File: src/rtl/shifter_arbiter.sv
// Two-port round-robin front end that shares one 32-bit barrel shifter.
// Every operation runs IDLE -> SHIFT -> RESP. Only DATA_W = 32 is supported.
module Barrel_Shifter (
  input  logic [31:0] din_i,
  input  logic [4:0]  amt_i,
  input  logic        dir_i,
  output logic [31:0] dout_o
);
  logic [5:0][31:0] stg;
  logic             fill;

  assign fill   = dir_i & din_i[31];
  assign stg[0] = din_i;

  // Log shifter: stage s shifts by 2**s when amt bit s is set.
  for (genvar s = 0; s < 5; s++) begin : g_stage
    localparam int SH = 1 << s;
    assign stg[s+1] = !amt_i[s] ? stg[s] :
                      dir_i     ? {{SH{fill}}, stg[s][31:SH]} :
                                  {stg[s][31-SH:0], {SH{1'b0}}};
  end

  assign dout_o = stg[5];
endmodule

module shifter_arbiter #(
  parameter int DATA_W = 32,
  parameter int AMT_W  = 5,
  parameter int CNT_W  = 16
) (
  input  logic              Clk,
  input  logic              Rst_n,
  input  logic              REQ0,
  input  logic              DIR0,
  input  logic [AMT_W-1:0]  AMT0,
  input  logic [DATA_W-1:0] DIN0,
  output logic              GNT0,
  input  logic              REQ1,
  input  logic              DIR1,
  input  logic [AMT_W-1:0]  AMT1,
  input  logic [DATA_W-1:0] DIN1,
  output logic              GNT1,
  output logic              RES_VALID,
  output logic              RES_ID,
  output logic [DATA_W-1:0] RES_DATA,
  input  logic              RES_READY,
  output logic [CNT_W-1:0]  OP_CNT
);
  localparam logic [1:0] IDLE  = 2'd0;
  localparam logic [1:0] SHIFT = 2'd1;
  localparam logic [1:0] RESP  = 2'd2;

  typedef struct packed {
    logic              dir;
    logic [AMT_W-1:0]  amt;
    logic [DATA_W-1:0] din;
  } op_t;

  logic [1:0]        state_q, state_d;
  logic              last_q, last_d;
  logic              id_q, id_d;
  op_t               op_q, op_d;
  logic              res_valid_q, res_valid_d;
  logic              res_id_q, res_id_d;
  logic [DATA_W-1:0] res_data_q, res_data_d;
  logic [CNT_W-1:0]  op_cnt_q, op_cnt_d;
  logic [1:0]        gnt;
  logic [DATA_W-1:0] sh_out;
  op_t [1:0]         req_op;

  assign req_op[0] = '{dir: DIR0, amt: AMT0, din: DIN0};
  assign req_op[1] = '{dir: DIR1, amt: AMT1, din: DIN1};

  // Under contention the side that did not win last time goes first.
  always_comb begin
    gnt = 2'b00;
    if (Rst_n && state_q == IDLE) begin
      if (REQ0 && (!REQ1 || last_q)) gnt[0] = 1'b1;
      else if (REQ1)                 gnt[1] = 1'b1;
    end
  end

  Barrel_Shifter u_shifter (
    .din_i  (op_q.din),
    .amt_i  (op_q.amt),
    .dir_i  (op_q.dir),
    .dout_o (sh_out)
  );

  always_comb begin
    state_d     = state_q;
    last_d      = last_q;
    id_d        = id_q;
    op_d        = op_q;
    res_valid_d = res_valid_q;
    res_id_d    = res_id_q;
    res_data_d  = res_data_q;
    op_cnt_d    = op_cnt_q;
    case (state_q)
      IDLE: if (|gnt) begin
        op_d    = req_op[gnt[1]];
        id_d    = gnt[1];
        last_d  = gnt[1];
        state_d = SHIFT;
      end
      SHIFT: begin
        res_data_d  = sh_out;
        res_id_d    = id_q;
        res_valid_d = 1'b1;
        state_d     = RESP;
      end
      RESP: if (RES_READY) begin
        res_valid_d = 1'b0;
        op_cnt_d    = op_cnt_q + CNT_W'(1);
        state_d     = IDLE;
      end
      default: state_d = IDLE;
    endcase
  end

  always_ff @(posedge Clk or negedge Rst_n) begin
    if (!Rst_n) begin
      state_q     <= IDLE;
      last_q      <= 1'b1;
      id_q        <= 1'b0;
      op_q        <= '0;
      res_valid_q <= 1'b0;
      res_id_q    <= 1'b0;
      res_data_q  <= '0;
      op_cnt_q    <= '0;
    end else begin
      state_q     <= state_d;
      last_q      <= last_d;
      id_q        <= id_d;
      op_q        <= op_d;
      res_valid_q <= res_valid_d;
      res_id_q    <= res_id_d;
      res_data_q  <= res_data_d;
      op_cnt_q    <= op_cnt_d;
    end
  end

  assign GNT0      = gnt[0];
  assign GNT1      = gnt[1];
  assign RES_VALID = res_valid_q;
  assign RES_ID    = res_id_q;
  assign RES_DATA  = res_data_q;
  assign OP_CNT    = op_cnt_q;
endmodule

File: config.mk
export PLATFORM = sky130hd
export DESIGN_NAME = shifter_arbiter
export DESIGN_NICKNAME = d
export VERILOG_FILES = /design/src/rtl/shifter_arbiter.sv
export SDC_FILE = /design/constraint.sdc
export NUM_CORES = 1
export LEC_CHECK = 0
export BUFFER_PORTS_ARGS = -buffer_cell sky130_fd_sc_hd__buf_4
export CAP_MARGIN = 10
export CORE_MARGIN = 5
export CORE_UTILIZATION = 45
export CTS_CLUSTER_SIZE = 16
export DETAILED_ROUTE_END_ITERATION = 10
export HOLD_SLACK_MARGIN = 0.02
export PLACE_DENSITY = 0.68
export SLEW_MARGIN = 20
export SYNTH_ARGS = -nofsm -noshare
export SYNTH_HDL_FRONTEND = slang
export SYNTH_SLANG_ARGS = --single-unit
File: constraint.sdc
create_clock -name Clk -period 5.8 [get_ports Clk]
set_input_delay 0.87 -clock Clk [delete_from_list [all_inputs] [get_ports Clk]]
set_output_delay 0.87 -clock Clk [all_outputs]
set_load 0.05 [all_outputs]
# --- Yosys cells after proc, flatten, opt, wreduce, memory -nomap -nowiden ---
# Index checks and enable logic that the tools add are counted.
totals:
  elab_cells: 49
  output_inout_bits: 52
  regBits: 92
  input_bits: 81
classes:
  eq_ne: 4
  addsub: 1
  n_bitwise: 1
  order_cmp: 1
  n_mux: 21
  reduce_logical: 11
ops:
  columns: ["cell", "count"]
  rows:
  - ["2-to-1 mux 32 bit", 10]
  - ["2-to-1 mux 38 bit", 2]
  - ["adder 16 x 1 -> 16 bit (second input constant)", 1]
  - ["AND reduction 2 bit", 4]
  - ["2-to-1 mux 2 bit", 3]
  - ["one-hot mux 2 bit (3 select lines)", 1]
  - ["2-to-1 mux 1 bit", 4]
  - ["equality test 2 x 1 -> 1 bit (second input constant)", 1]
  - ["equality test 2 bit (second input constant)", 1]
  - ["logical AND 1 bit", 2]
  - ["zero test 2 bit", 1]
  - ["< comparator 1 x 2 -> 1 bit (second input constant)", 1]
  - ["inequality test 2 x 1 -> 1 bit (second input constant)", 1]
  - ["inequality test 2 bit (second input constant)", 1]
  - ["one-hot mux 1 bit (2 select lines)", 1]
  - ["nonzero test 2 bit", 1]
  - ["OR reduction 2 bit", 1]
  - ["bitwise AND 1 bit", 1]
  - ["zero test 1 bit", 1]
  - ["logical OR 1 bit", 1]

# --- Longest topological paths before layout ---
logic_depth:
  word_depth: 11
  depth_mapped: 11
  ltp_nobuf: 6

# --- Modules after synthesis ---
# A second synthesis with hierarchy kept.
unflattened:
  hier_cells: 976
  area_unflattened_um2: 8344.3
by_module_without_submodules:
  columns: ["mod", "seq_area_each_um2", "cells_per_inst", "n_inst", "area_per_inst_um2"]
  rows:
  - ["Barrel_Shifter", 0.0, 651, 1, 4439.3]
  - ["shifter_arbiter", 2303.5, 325, 1, 3905.0]

# --- Least setup slack after synthesis ---
# Ideal clock, no wire load.
synth_timing:
  path_kind: "input port to output port"
  startpoint: "input port Rst_n"
  endpoint: "output port GNT1"
  t_required_ns: 4.930
  arrival_time_ns: 2.315
  cell_stages: 5
  slack_ns: 2.615
  n_path_buf: 3
  path_cell_list: "and3_1 > clkbuf_1 > nor2b_1 > buf_2 > clkbuf_1"
synth_via:
  elab_chain_cells: 2
synth_rtl:
  columns: ["element", "line_no", "source"]
  rows:
  - ["start, declared", "32", "input logic Rst_n,"]
  - ["logical AND 1 bit", "77", "if (Rst_n && state_q == IDLE) begin"]
  - ["2-to-1 mux 2 bit", "77", null]
  - ["end, declared", "42", "output logic GNT1,"]
# Every way passes these cells.

# --- Final worst setup path ---
layout_timing:
  startpoint: "register op_q[37] (netlist bit)"
  endpoint: "register res_data_q[8] (netlist: RES_DATA[8])"
layout_via:
  elab_chain_cells: 10
  word_cells_on_any_way: 11
  classes_between: "10 x mux; 1 x bitwise"
layout_rtl:
  columns: ["element", "line_no", "source"]
  rows:
  - ["start, declared", "62", "op_t op_q, op_d;"]
  - ["start signal, assigned", "135", "op_q <= op_d;"]
  - ["2-to-1 mux 32 bit", "19", "dir_i ? {{SH{fill}}, stg[s][31:SH]} :"]
  - ["2-to-1 mux 32 bit", "18", "assign stg[s+1] = !amt_i[s] ? stg[s] :"]
  - ["2-to-1 mux 32 bit", "19", null]
  - ["2-to-1 mux 32 bit", "18", null]
  - ["2-to-1 mux 32 bit", "19", null]
  - ["2-to-1 mux 32 bit", "18", null]
  - ["2-to-1 mux 32 bit", "19", null]
  - ["2-to-1 mux 32 bit", "18", null]
  - ["2-to-1 mux 32 bit", "19", null]
  - ["2-to-1 mux 32 bit (*)", "18", null]
  - ["end signal, assigned", "138", "res_data_q <= res_data_d;"]
  - ["end, declared", "65", "logic [DATA_W-1:0] res_data_q, res_data_d;"]
# Mark *: on every way between the ends. The rest lies on a longest branch, timed or not.
# A chain may end at the register's enable or synchronous reset.

==> impl_metrics.json <==
{
  "reg2regPathDepth": 7,
  "core_area_um2": 17400,
  "clk_latency_ns": 0.36,
  "cts_htree_levels": 3,
  "critPathKind": "flip-flop to flip-flop",
  "combinationalPowerShare": 0.660,
  "detailroute.via_count": 8675,
  "hold_path_class": "primary input to async pin",
  "clock.fmax_mhz": 285,
  "fillers": 1700,
  "grt_pass1_vias": 7865,
  "clk_path_buf_depth": 2,
  "cts_hold_buffers": 0,
  "async_flop_share": 1.00,
  "grt_max_degree": 72,
  "synth_cell_types": 73,
  "pre_cts_slack_ns": 2.21,
  "dieWidth_um": 143,
  "die_y_um": 143,
  "start_kind": "flip-flop",
  "netSwitchingFraction": 0.568,
  "synth_edf_count": 0,
  "place_hpwl_um": 21900,
  "cts_sinks": 92,
  "cts_root_buf": "clkbuf_16",
  "synth.top_cells.by_area": "dfrtp_1 29%, mux2i_1 8.8%, nor2_1 6.3%, a21oi_1 5.3%, o21ai_0 5.0%",
  "p_leak_nw": 3.78,
  "antenna_left": 0,
  "drt_iter0_markers": 1354,
  "crit_family": "simple AND/OR/NAND/NOR gates",
  "hold_violations": 0,
  "clock_skew_ns": 0.0129,
  "post_cts_resized": 0,
  "max_stage_delay_ns": 0.71,
  "setup_viol_count_final": 0,
  "worst_slew_pin_slew_ns": 0.995,
  "cts_buffers": 9,
  "grt_overflow": 0,
  "layout.nets": 1167,
  "yosys_register_bits": 92,
  "ys_seq_area_frac": 0.289,
  "synth_common_cells": "134 x nor2_1, 97 x nand2_1, 91 x dfrtp_1",
  "vdd_drop_max_v": 0.000323,
  "outcome": "complete, no violations",
  "post-route-min-period_ns": 3.51,
  "multi_input_area_um2": 5160,
  "period_share": 0.606,
  "synthCells": 1025,
  "endpoint_kind": "flip-flop",
  "syn_area_um2": 7980,
  "io_pins": 133,
  "yosysMostFrequentCell": "nor2_1",
  "crit_arrival_ns": 3.76,
  "seq_power_share": 0.233,
  "cp_max_fo": 44,
  "clock_power_share": 0.107,
  "drive_above_1_share": 0.194,
  "r2r-start": "op_q[37]",
  "synth_fp_nets": 1107,
  "viasPerCell": 6.60,
  "timing.rr.end": "RES_DATA[8]",
  "drt-pass1-iter-count": 6,
  "wl_per_cell_um": 23.0,
  "post-cts-setup-buffer-count": 0,
  "grt_use_total": 0.291,
  "slowest_stage": "nand2b_1",
  "netlist.area_leader.share": 0.285,
  "crit_required_ns": 6.05,
  "rows": 48,
  "synth_top_flop_cell": "dfrtp_1",
  "cts_tree": "yes",
  "cap_viol_max_count": 0,
  "place.gp.congestion": 0.982,
  "grt_pass1_wl_um": 46700,
  "antennaDiodeCount": 0,
  "p_int_w": 0.00275,
  "critPathLaunch": "op_q[37]",
  "finalSetupTns_ns": 0,
  "synth_area_leader_cell": "dfrtp_1",
  "yosys_warnings": 0,
  "path_clk_slew_ns": 0.07,
  "io_buffers": 132,
  "p_per_area_nw_per_um2": 687,
  "rsz0062_at_grt": "false",
  "p_switching_w": 0.00361,
  "syn2layout_area_growth_pct": 16.0,
  "setup_ws_ns": 2.29,
  "antenna_found_initial": 0,
  "avgSynthCellArea_um2": 7.78,
  "relSlewSlack": 0.336,
  "initial_core_util": 0.460,
  "seq_area_um2": 2310,
  "rrSetupSlack_ns": 2.29,
  "wl_um": 30300,
  "slew_viol_final": 0,
  "cp_num_buf_inv": 1,
  "drc": 0,
  "die_area_um2": 20500,
  "crit_chain": "buf_4, nand2b_1, a21oi_1, nor3_1, o31ai_1, or3_1, a221o_1"
}
-- cells in the final DEF (no fill, tap or decap), drive strengths merged, types with 4 or more instances in the layout --
cell type,instances
and2,9
nor2,134
a2111oi,6
a211oi,47
o221ai,8
o211ai,17
a2bb2oi,5
dfrtp,91
a31oi,10
a21o,4
o311ai,6
nand4,6
a21oi,84
mux2i,70
o2111ai,4
nand2,97
o21ai,81
nor2b,8
buf,148
a221oi,5
nand2b,18
clkbuf,10
o31ai,13
xnor2,12
nor4,4
nand3,19
inv,15
a32oi,6
mux2,9
and3,7
a211o,6
nor3,40
mux4,11
o22ai,17
or2,8
o21a,4
-- per-layer routing --
layer | track usage | share of wire | vias up
met4 | 0.111 | 0.034 | 0
met2 | 0.420 | 0.42 | 607
met1 | 0.426 | 0.43 | 4070
met5 | 0 | 0 | -
met3 | 0.0616 | 0.12 | 81
li1 | - | - | 3917
-- logic make-up (layout without fill, tap and decap cells) --
family | count (synthesis) | in the layout | share of synthesized area
muxes | 90 | 90 | 0.132
adders and majority gates | 1 | 1 | 0.00157
xor gates and xnor gates | 15 | 15 | 0.0165
AOI/OAI and AO/OA | 354 | 354 | 0.292
DFF | 92 | 92 | 0.289
and+or+nand+nor | 360 | 360 | 0.204
buffers and inverters | 113 | 178 | 0.0656
-- sequential cells by signal, indices dropped and copies added, names as in the netlist --
| register | flops |
|---|---|
| OP_CNT | 16 |
| RES_VALID | 1 |
| last_q | 1 |
| op_q | 38 |
| id_q | 1 |
| RES_ID | 1 |
| RES_DATA | 32 |
| state_q | 2 |
-- worst reg2reg max path, delay by kind of cell, from the launching register on --
family | cells | cell delay [ns]
flops | 1 | 0.54
compound gates | 3 | 0.63
simple gates | 3 | 1.68
buf+inv | 1 | 0.56
-- worst max path at each step --
stage / depth (start not counted) / endpoint / slack [ns]
2_1_floorplan: 5 / GNT1 / 2.62
3_3_place_gp: 5 / op_q[37] / 2.25
3_5_place_dp: 5 / op_q[35] / 2.21
4_1_cts: 3 / GNT0 / 2.26
5_1_grt: 7 / RES_DATA[8] / 2.01
6_report: 7 / RES_DATA[8] / 2.29
-- area by class of cell --
class                   instances  area share
clock buffers                  10      0.0258
repair buffers                148       0.120
clock inverters                 6      0.0101
well taps                     225      0.0304
multi-input cells             820       0.558
flip-flops and latches         92       0.250
inverters                      14     0.00568
-- per-stage QoR --
step / util / power (W) / cell area [um^2] / instances / hold slack (ns)
2_1_floorplan: - / 0.00429 / 7980 / 1025 / 0.439
3_3_place_gp: 0.513 / 0.00547 / 8910 / 1299 / 0.462
3_5_place_dp: 0.513 / 0.00549 / 8910 / 1299 / 0.463
4_1_cts: 0.533 / 0.00618 / 9240 / 1315 / 0.450
5_1_grt: 0.533 / 0.00666 / 9250 / 1315 / 0.481
6_report: 0.533 / 0.00635 / 9250 / 1315 / 0.444
-- power groups by stage --
stage,clock network [W],logic [W],registers [W]
global route,0.000704,0.00446,0.00150
detailed placement,0,0.00403,0.00146
floorplan,0,0.00280,0.00149
global placement,0,0.00402,0.00145
CTS,0.000682,0.00405,0.00145
finish,0.000678,0.00419,0.00148
No activity file was read; power rests on OpenSTA's default activity.
